==> src/rtl/dsram_port_arbiter.sv <==
// ============================================================================
//  Module   : dsram_port_arbiter
//  Purpose  : Shares the single-port data SRAM between the CPU memory stage
//             and a DMA/debug requester, with CPU priority and DMA anti-starvation.
//  Revision : 1.0 - initial release
// ============================================================================
`default_nettype none

module dsram_port_arbiter #(
  parameter int STARVE_LIMIT = 4,
  parameter int CNT_W        = 3,
  parameter int STALLCNT_W   = 16
) (
  input  logic                  clk,
  input  logic                  cpurst,
  input  logic                  cpu_cs,
  input  logic                  cpu_we,
  input  logic [31:0]           cpu_addr,
  input  logic [3:0]            cpu_ben,
  input  logic [31:0]           cpu_wdata,
  output logic                  cpu_stall,
  output logic [31:0]           cpu_rdata,
  output logic                  cpu_rvalid,
  input  logic                  dma_req,
  input  logic                  dma_we,
  input  logic [31:0]           dma_addr,
  input  logic [3:0]            dma_ben,
  input  logic [31:0]           dma_wdata,
  output logic                  dma_gnt,
  output logic [31:0]           dma_rdata,
  output logic                  dma_rvalid,
  output logic [31:0]           dsram_addr,
  output logic                  dsram_cs,
  output logic                  dsram_we,
  output logic [3:0]            dsram_ben,
  output logic [31:0]           dsram_wdata,
  input  logic [31:0]           dsram_rdata,
  output logic [STALLCNT_W-1:0] stall_cnt
);

  typedef enum logic [1:0] {
    OWN_NONE = 2'd0,
    OWN_CPU  = 2'd1,
    OWN_DMA  = 2'd2
  } owner_t;

  localparam logic [CNT_W-1:0] C_STARVE_LIMIT = CNT_W'(STARVE_LIMIT);

  logic [CNT_W-1:0]      r_starve_cnt;
  owner_t                r_rd_owner;
  logic [STALLCNT_W-1:0] r_stall_cnt;

  logic w_force;
  logic w_dma_win;
  logic w_cs;

  assign w_force   = dma_req & (r_starve_cnt >= C_STARVE_LIMIT);
  assign w_dma_win = dma_req & (~cpu_cs | w_force);
  assign w_cs      = cpu_cs | dma_req;

  assign dma_gnt   = w_dma_win;
  assign cpu_stall = cpu_cs & w_dma_win;

  always_comb begin
    dsram_cs    = w_cs;
    dsram_addr  = cpu_addr;
    dsram_we    = cpu_we;
    dsram_ben   = cpu_ben;
    dsram_wdata = cpu_wdata;
    if (w_dma_win) begin
      dsram_addr  = dma_addr;
      dsram_we    = dma_we;
      dsram_ben   = dma_ben;
      dsram_wdata = dma_wdata;
    end
    // An idle macro must never see a stray write strobe.
    if (!w_cs) begin
      dsram_we  = 1'b0;
      dsram_ben = 4'h0;
    end
  end

  always_ff @(posedge clk or posedge cpurst) begin
    if (cpurst) begin
      r_starve_cnt <= '0;
      r_rd_owner   <= OWN_NONE;
      r_stall_cnt  <= '0;
    end else begin
      if (dma_req && !w_dma_win) begin
        if (r_starve_cnt < C_STARVE_LIMIT)
          r_starve_cnt <= r_starve_cnt + CNT_W'(1);
      end else begin
        r_starve_cnt <= '0;
      end

      if (w_dma_win && !dma_we)
        r_rd_owner <= OWN_DMA;
      else if (cpu_cs && !cpu_we && !w_dma_win)
        r_rd_owner <= OWN_CPU;
      else
        r_rd_owner <= OWN_NONE;

      if (cpu_stall && !(&r_stall_cnt))
        r_stall_cnt <= r_stall_cnt + STALLCNT_W'(1);
    end
  end

  // Read data is shared; the owner tag decides which side sees it as valid.
  assign cpu_rdata  = dsram_rdata;
  assign dma_rdata  = dsram_rdata;
  assign cpu_rvalid = (r_rd_owner == OWN_CPU);
  assign dma_rvalid = (r_rd_owner == OWN_DMA);
  assign stall_cnt  = r_stall_cnt;

endmodule

`default_nettype wire

==> config.mk <==
export PLATFORM = sky130hd
export DESIGN_NAME = dsram_port_arbiter
export DESIGN_NICKNAME = d
export VERILOG_FILES = /design/src/rtl/dsram_port_arbiter.sv
export SDC_FILE = /design/constraint.sdc
export NUM_CORES = 1
export LEC_CHECK = 0
export ABC_CLOCK_PERIOD_IN_PS = 2550
export CAP_MARGIN = 20
export CORE_AREA = 2 2 127 129
export CTS_CLUSTER_DIAMETER = 120
export DETAILED_ROUTE_END_ITERATION = 10
export DIE_AREA = 0 0 129 131
export HOLD_SLACK_MARGIN = 0.15
export PLACE_DENSITY = 0.55
export RECOVER_POWER = 25
export SYNTH_ARGS = -nofsm -noshare
export SYNTH_HDL_FRONTEND = slang
export SYNTH_SLANG_ARGS = --single-unit
export TNS_END_PERCENT = 100
==> constraint.sdc <==
create_clock -name clk -period 2.55 [get_ports clk]
set_clock_uncertainty 0.2 [all_clocks]
set_input_delay 0.51 -clock clk [delete_from_list [all_inputs] [get_ports clk]]
set_output_delay 0.51 -clock clk [all_outputs]
set_load 0.01 [all_outputs]
==> run_results.csv, run 1 <==
group,metric,value,unit
status,status,"finished clean",
placed_design,gp_congestion,0.796,
sta,rsz0062_at_grt,"no",
detailed_routing,vias,3061,
floorplan,die_h,131,um
final_layout,final_cell_mix,"203 x nand2_1, 157 x clkdlybuf4s50_1, 23 x clkdlybuf4s15_1, 21 x dfrtp_1",
clock_tree,path_clk_slew,0.06,ns
sta,min_period,2.47,ns
final_layout,seq_area,526,um2
final_layout,num_antenna_cells,0,
clock_tree,htreeDepth,1,
floorplan,start_util,15.2,%
final_layout,drive_gt1_share,14.3,%
sta,max_slew.worst_pin.slew,1.13,ns
sta,hold_violations,0,
logic_synthesis,synth_area_leaders,"nand2_1 32%, dfrtp_1 22%, buf_4 20%",
logic_synthesis,async_flop_share,100,%
detailed_routing,dr.pass1.iters,4,
flow_run,drv_cap,0,
clock_tree,clk_latency,0.25,ns
sta,finalSetupViolCount,0,
power,internal_power,0.947,mW
logic_synthesis,yosys_register_bits,21,
placed_design,dp.cells,764,
floorplan,fp.dieW,129,um
logic_synthesis,syn_area,2370,um2
floorplan,rows,46,
final_layout,nets,743,
worst_hold_path,whs_path_depth,1,
clock_tree,numCtsBuffers,3,
critical_path,timing.rr.start,"stall_cnt[0]",
worst_hold_path,min-delay-start,"r_starve_cnt[0]",
clock_tree,clockBufferDepth,2,
final_layout,stdcell_count,782,
detailed_routing,initialDrtViolationCount,68,
logic_synthesis,syn_avg_cell_area,6.26,um2
logic_synthesis,synth_edf_count,0,
power,netSwitchingPower,0.363,mW
floorplan,pin_count,328,
critical_path,critical_path_required,1.84,ns
sta,min_period_over_period,96.9,%
power,power_density,268,nW/um2
sta,maxSlewViolCount,0,
global_route,grt_usage,11.7,%
final_layout,final_area,4890,um2
placed_design,dpl-instance-area,4620,um2
critical_path,reg2reg_slack,0.47,ns
logic_synthesis,ys_warn_count,0,
power,switching_share,27.7,%
clock_tree,clock_sink_count,21,
sta,relSlewSlack,24.6,%
placed_design,hpwlAfterDp,8.41,mm
placed_design,io_buffers,231,
critical_path,startpoint_type,"input pin",
logic_synthesis,yosysSeqAreaShare,22.1,%
logic_synthesis,ys_types,35,
final_layout,syn_to_final_growth,106,%
detailed_routing,wl_per_cell,14.5,um
global_route,grt-ovfl-total,0,
critical_path,regToRegEndpoint,"stall_cnt[9]",
logic_synthesis,syn_inst,379,
sta,layout_setup_ws,0.0789,ns
power,clock_power_share,24.9,%
final_layout,multiInputGateArea,1310,um2
logic_synthesis,yosysTopAreaCellShare,32.4,%
logic_synthesis,ys.flop_type,"dfrtp_1",
placed_design,place_ws,-0.398,ns
power,power_frac_seq,25.9,%
critical_path,cp_max_fo,9,
global_route,grt_max_degree,22,
critical_path,ff2ff_path_depth,5,
logic_synthesis,syn_nets,555,
worst_hold_path,hold_class,"register to register",
final_layout,final_util,31.4,%
power,power.leakage,2.41,nW
global_route,grt_pass1_vias,2852,
worst_hold_path,holdPathEnd,"r_starve_cnt[0]",
floorplan,die_area,16900,um2
power,combPwrFrac,49.1,%
global_route,antenna_found_initial,0,
detailed_routing,finalWirelength,11.3,mm
critical_path,arrival,1.76,ns
logic_synthesis,synth_area_leader_cell,"nand2_1",
detailed_routing,via_per_inst,3.91,
sta,clock.fmax,405,MHz
final_layout,final_common_cell,"nand2_1",
critical_path,critical_path_class,"input pin to primary output",
clock_tree,cts_tree,"yes",
power,ir_drop,222,uV
floorplan,design.core.area,15600,um2
detailed_routing,drcViolationCount,0,
clock_tree,root_buffer,"clkbuf_16",
detailed_routing,ant_nets,0,
power,power,1.31,mW
global_route,grt_pass1_wl,15.3,mm
critical_path,endpoint_kind,"primary output",
final_layout,fillers,1697,
-- metrics by stage --
stage / setup TNS (ns) / hold WS [ns]
after global routing: 0 / 0.258
after CTS: 0 / 0.243
after global placement: -22.00 / 0.225
after detailed placement: -23.84 / 0.235
final: 0 / 0.236
after floorplan: 0 / 0.213
-- repair_timing --
action	4_1_cts	5_1_grt
buffers inserted	7	0
setup endpoints to repair	72	41
cloned	7	0
pin swaps	3	2
hold endpoints to repair	0	0
gates resized for setup	160	33
hold buffers	0	0
-- worst max-delay path by stage --
stage,end,from
floorplan,dsram_wdata[10],cpu_cs
global placement,dsram_ben[0],cpu_cs
detailed placement,dsram_ben[0],cpu_cs
CTS,dsram_we,cpu_cs
global route,dsram_ben[3],cpu_cs
finish,dsram_ben[0],cpu_cs
-- flip-flops by register name, summed over array words and instances, names as in the netlist --
signal	cells
r_rd_owner	2
r_starve_cnt	3
stall_cnt	16
-- cells in the mapped netlist (all sizes together), types with 5 or more instances --
library cell / number
nor4: 5
nand2: 205
nand3: 6
a21oi: 5
nand4: 7
clkbuf: 12
nor3: 7
nor2: 9
xor2: 9
buf: 67
inv: 5
dfrtp: 21
-- routing by layer --
layer / up-vias / track usage [%] / part of all wire (%)
met3: 30 / 3.46 / 9.6
met4: 0 / 5.18 / 3.3
met2: 175 / 20.2 / 49
met1: 1353 / 13.5 / 38
met5: - / 0 / 0
li1: 1503 / - / -
-- power groups by stage --
stage / Clock, mW / Combinational, mW / Sequential, mW
floorplan: 0 / 0.279 / 0.345
global placement: 0 / 0.636 / 0.345
detailed placement: 0 / 0.640 / 0.345
CTS: 0.339 / 0.656 / 0.339
global route: 0.355 / 0.696 / 0.340
finish: 0.327 / 0.644 / 0.339
-- critical path, stage by stage --
cell	delay [ns]
dlygate4sd2_1	0.26
nand2b_4	0.07
nand2_4	0.16
buf_12	0.12
bufbuf_16	0.25
nand2_1	0.10
a21oi_1	0.14
buf_2	0.15
-- layout make-up --
| cell class | count | share of cell area, % |
|---|---|---|
| timing repair buffer | 262 | 54.8 |
| multi-input combinational | 274 | 26.8 |
| sequential | 21 | 10.7 |
| tap | 216 | 5.52 |
| clock buffer | 4 | 1.61 |
| inverter | 5 | 0.537 |
-- cell families after synthesis --
group | after synthesis | synth area share, %
buffers and inverters | 84 | 23.6
adders and majority gates | 2 | 1.05
and+or+nand+nor | 247 | 45.2
xor gates and xnor gates | 10 | 3.69
muxes | 1 | 0.474
DFF | 21 | 22.1
AOI/OAI and AO/OA | 14 | 3.85
(Power assumes the default switching activity.)
==> run 2: changes to the inputs <==
--- a/config.mk
+++ b/config.mk
@@ -5,15 +5,17 @@
 export SDC_FILE = /design/constraint.sdc
 export NUM_CORES = 1
 export LEC_CHECK = 0
-export ABC_CLOCK_PERIOD_IN_PS = 2550
+export ABC_CLOCK_PERIOD_IN_PS = 2620
 export CAP_MARGIN = 20
 export CORE_AREA = 2 2 127 129
+export CTS_BUF_LIST = sky130_fd_sc_hd__clkbuf_2 sky130_fd_sc_hd__clkbuf_4 sky130_fd_sc_hd__clkbuf_8
 export CTS_CLUSTER_DIAMETER = 120
 export DETAILED_ROUTE_END_ITERATION = 10
 export DIE_AREA = 0 0 129 131
 export HOLD_SLACK_MARGIN = 0.15
 export PLACE_DENSITY = 0.55
 export RECOVER_POWER = 25
+export SETUP_SLACK_MARGIN = 0.15
 export SYNTH_ARGS = -nofsm -noshare
 export SYNTH_HDL_FRONTEND = slang
 export SYNTH_SLANG_ARGS = --single-unit
==> constraint.sdc (replaced) <==
create_clock -name clk -period 2.62 [get_ports clk]
set_clock_uncertainty 0.2 [all_clocks]
set_input_delay 0.524 -clock clk [delete_from_list [all_inputs] [get_ports clk]]
set_output_delay 0.524 -clock clk [all_outputs]
set_load 0.01 [all_outputs]
==> run_results.csv, run 2 (synthesized netlist as in run 1, its figures left out) <==
group,metric,value,unit
critical_path,critical_path_class,"register to primary output",
critical_path,reg2reg_slack,0.55,ns
clock_tree,root_buffer,"clkbuf_8",
detailed_routing,finalWirelength,11.3,mm
critical_path,timing.rr.start,"stall_cnt[0]",
global_route,grt_pass1_wl,15.2,mm
floorplan,rows,46,
placed_design,io_buffers,231,
critical_path,arrival,1.67,ns
detailed_routing,vias,3065,
sta,finalSetupViolCount,0,
clock_tree,cts_tree,"yes",
sta,max_slew.worst_pin.slew,1.13,ns
floorplan,die_h,131,um
final_layout,final_cell_mix,"203 x nand2_1, 157 x clkdlybuf4s50_1, 25 x buf_2, 24 x dlygate4sd2_1, 21 x dfrtp_1",
flow_run,drv_cap,0,
sta,hold_violations,0,
critical_path,slowest_delay,0.55,ns
final_layout,num_antenna_cells,0,
clock_tree,clock_sink_count,21,
final_layout,drive_gt1_share,16.6,%
final_layout,largest_reg_flops,16,
power,ir_drop,165,uV
placed_design,dp.cells,764,
sta,rsz0062_at_grt,"no",
critical_path,endpoint_kind,"primary output",
detailed_routing,ant_nets,0,
placed_design,gp_congestion,0.783,
global_route,grt-ovfl-total,0,
clock_tree,path_clk_slew,0.07,ns
sta,clock.fmax,418,MHz
critical_path,startpoint_type,"register",
floorplan,start_util,15.2,%
critical_path,critPathSlowestCell,"clkdlybuf4s50_1",
critical_path,crit_buf_inv,4,
critical_path,cp_max_fo,5,
global_route,antenna_found_initial,0,
critical_path,ff2ff_path_depth,5,
clock_tree,htreeDepth,1,
final_layout,final_area,4820,um2
global_route,grt_usage,11.6,%
status,status,"finished clean",
worst_hold_path,whs_path_depth,1,
critical_path,crit_family,"buffers and inverters",
clock_tree,numCtsBuffers,3,
sta,min_period_over_period,91.3,%
worst_hold_path,holdPathEnd,"r_starve_cnt[0]",
critical_path,critical_path_required,1.90,ns
floorplan,design.core.area,15600,um2
critical_path,cp_cell_sequence,"buf_4 -> clkbuf_1 -> nand3_2 -> inv_1 -> clkdlybuf4s50_1",
detailed_routing,drcViolationCount,0,
global_route,grt_pass1_vias,2839,
final_layout,nets,743,
sta,maxSlewViolCount,0,
global_route,grt_max_degree,22,
worst_hold_path,min-delay-start,"r_starve_cnt[0]",
placed_design,dpl-instance-area,4620,um2
detailed_routing,initialDrtViolationCount,74,
clock_tree,clockBufferDepth,2,
placed_design,hpwlAfterDp,8.51,mm
floorplan,fp.dieW,129,um
floorplan,die_area,16900,um2
power,power_density,243,nW/um2
power,power.leakage,2.36,nW
clock_tree,clk_latency,0.26,ns
floorplan,pin_count,328,
final_layout,stdcell_count,782,
final_layout,syn_to_final_growth,103,%
sta,min_period,2.39,ns
detailed_routing,dr.pass1.iters,4,
detailed_routing,via_per_inst,3.92,
final_layout,final_common_cell,"nand2_1",
clock_tree,cts_hold_buf,0,
worst_hold_path,hold_class,"register to register",
critical_path,regToRegEndpoint,"stall_cnt[9]",
detailed_routing,wl_per_cell,14.5,um
sta,relSlewSlack,24.8,%
## run 2: power by group
part	internal (mW)	switching, mW
combinational	0.378	0.240
sequential	0.327	0.00238
clock	0.119	0.106
## run 2: layout make-up
type,instances,area [um2]
inverter,5,31.3
sequential,21,526
fill,1704,10800
tap,216,270
timing repair buffer,262,2620
multi-input combinational,274,1330
clock buffer,4,48.8
## run 2: per-layer routing
metal,track usage [%],up-vias,share of wire [%],wire length (um)
met5,0,-,0,0
met4,5.43,0,3.7,421
met3,3.34,34,9.6,1080
met2,20.3,179,49,5530
met1,13.1,1355,38,4270
li1,-,1497,-,-
## run 2: worst max path at each step
stage / start / end / slack (ns) / cells after the start
2_1_floorplan: cpu_cs / dsram_wdata[10] / 0.36 / 7
4_1_cts: cpu_cs / dsram_wdata[24] / 0.14 / 8
6_report: r_starve_cnt[2] / cpu_stall / 0.23 / 5
3_3_place_gp: cpu_cs / dsram_ben[0] / -0.37 / 7
3_5_place_dp: cpu_cs / dsram_ben[0] / -0.36 / 7
5_1_grt: r_starve_cnt[2] / cpu_stall / 0.10 / 5
## run 2: through the flow
stage	total power, mW	setup slack, ns	util [%]	TNS, ns	hold WS [ns]
6_report	1.17	0.228	30.9	0	0.245
5_1_grt	1.24	0.100	30.9	0	0.267
4_1_cts	1.19	0.140	30.8	0	0.256
3_3_place_gp	0.956	-0.368	29.6	-19.36	0.224
2_1_floorplan	0.608	0.362	-	0	0.213
3_5_place_dp	0.960	-0.359	29.6	-20.53	0.245
## run 2: timing repair
action | CTS | global route
pin swaps | 3 | 1
cloned | 6 | 0
endpoints found under the setup margin | 72 | 55
setup buffers | 7 | 1
gates resized for setup | 198 | 10
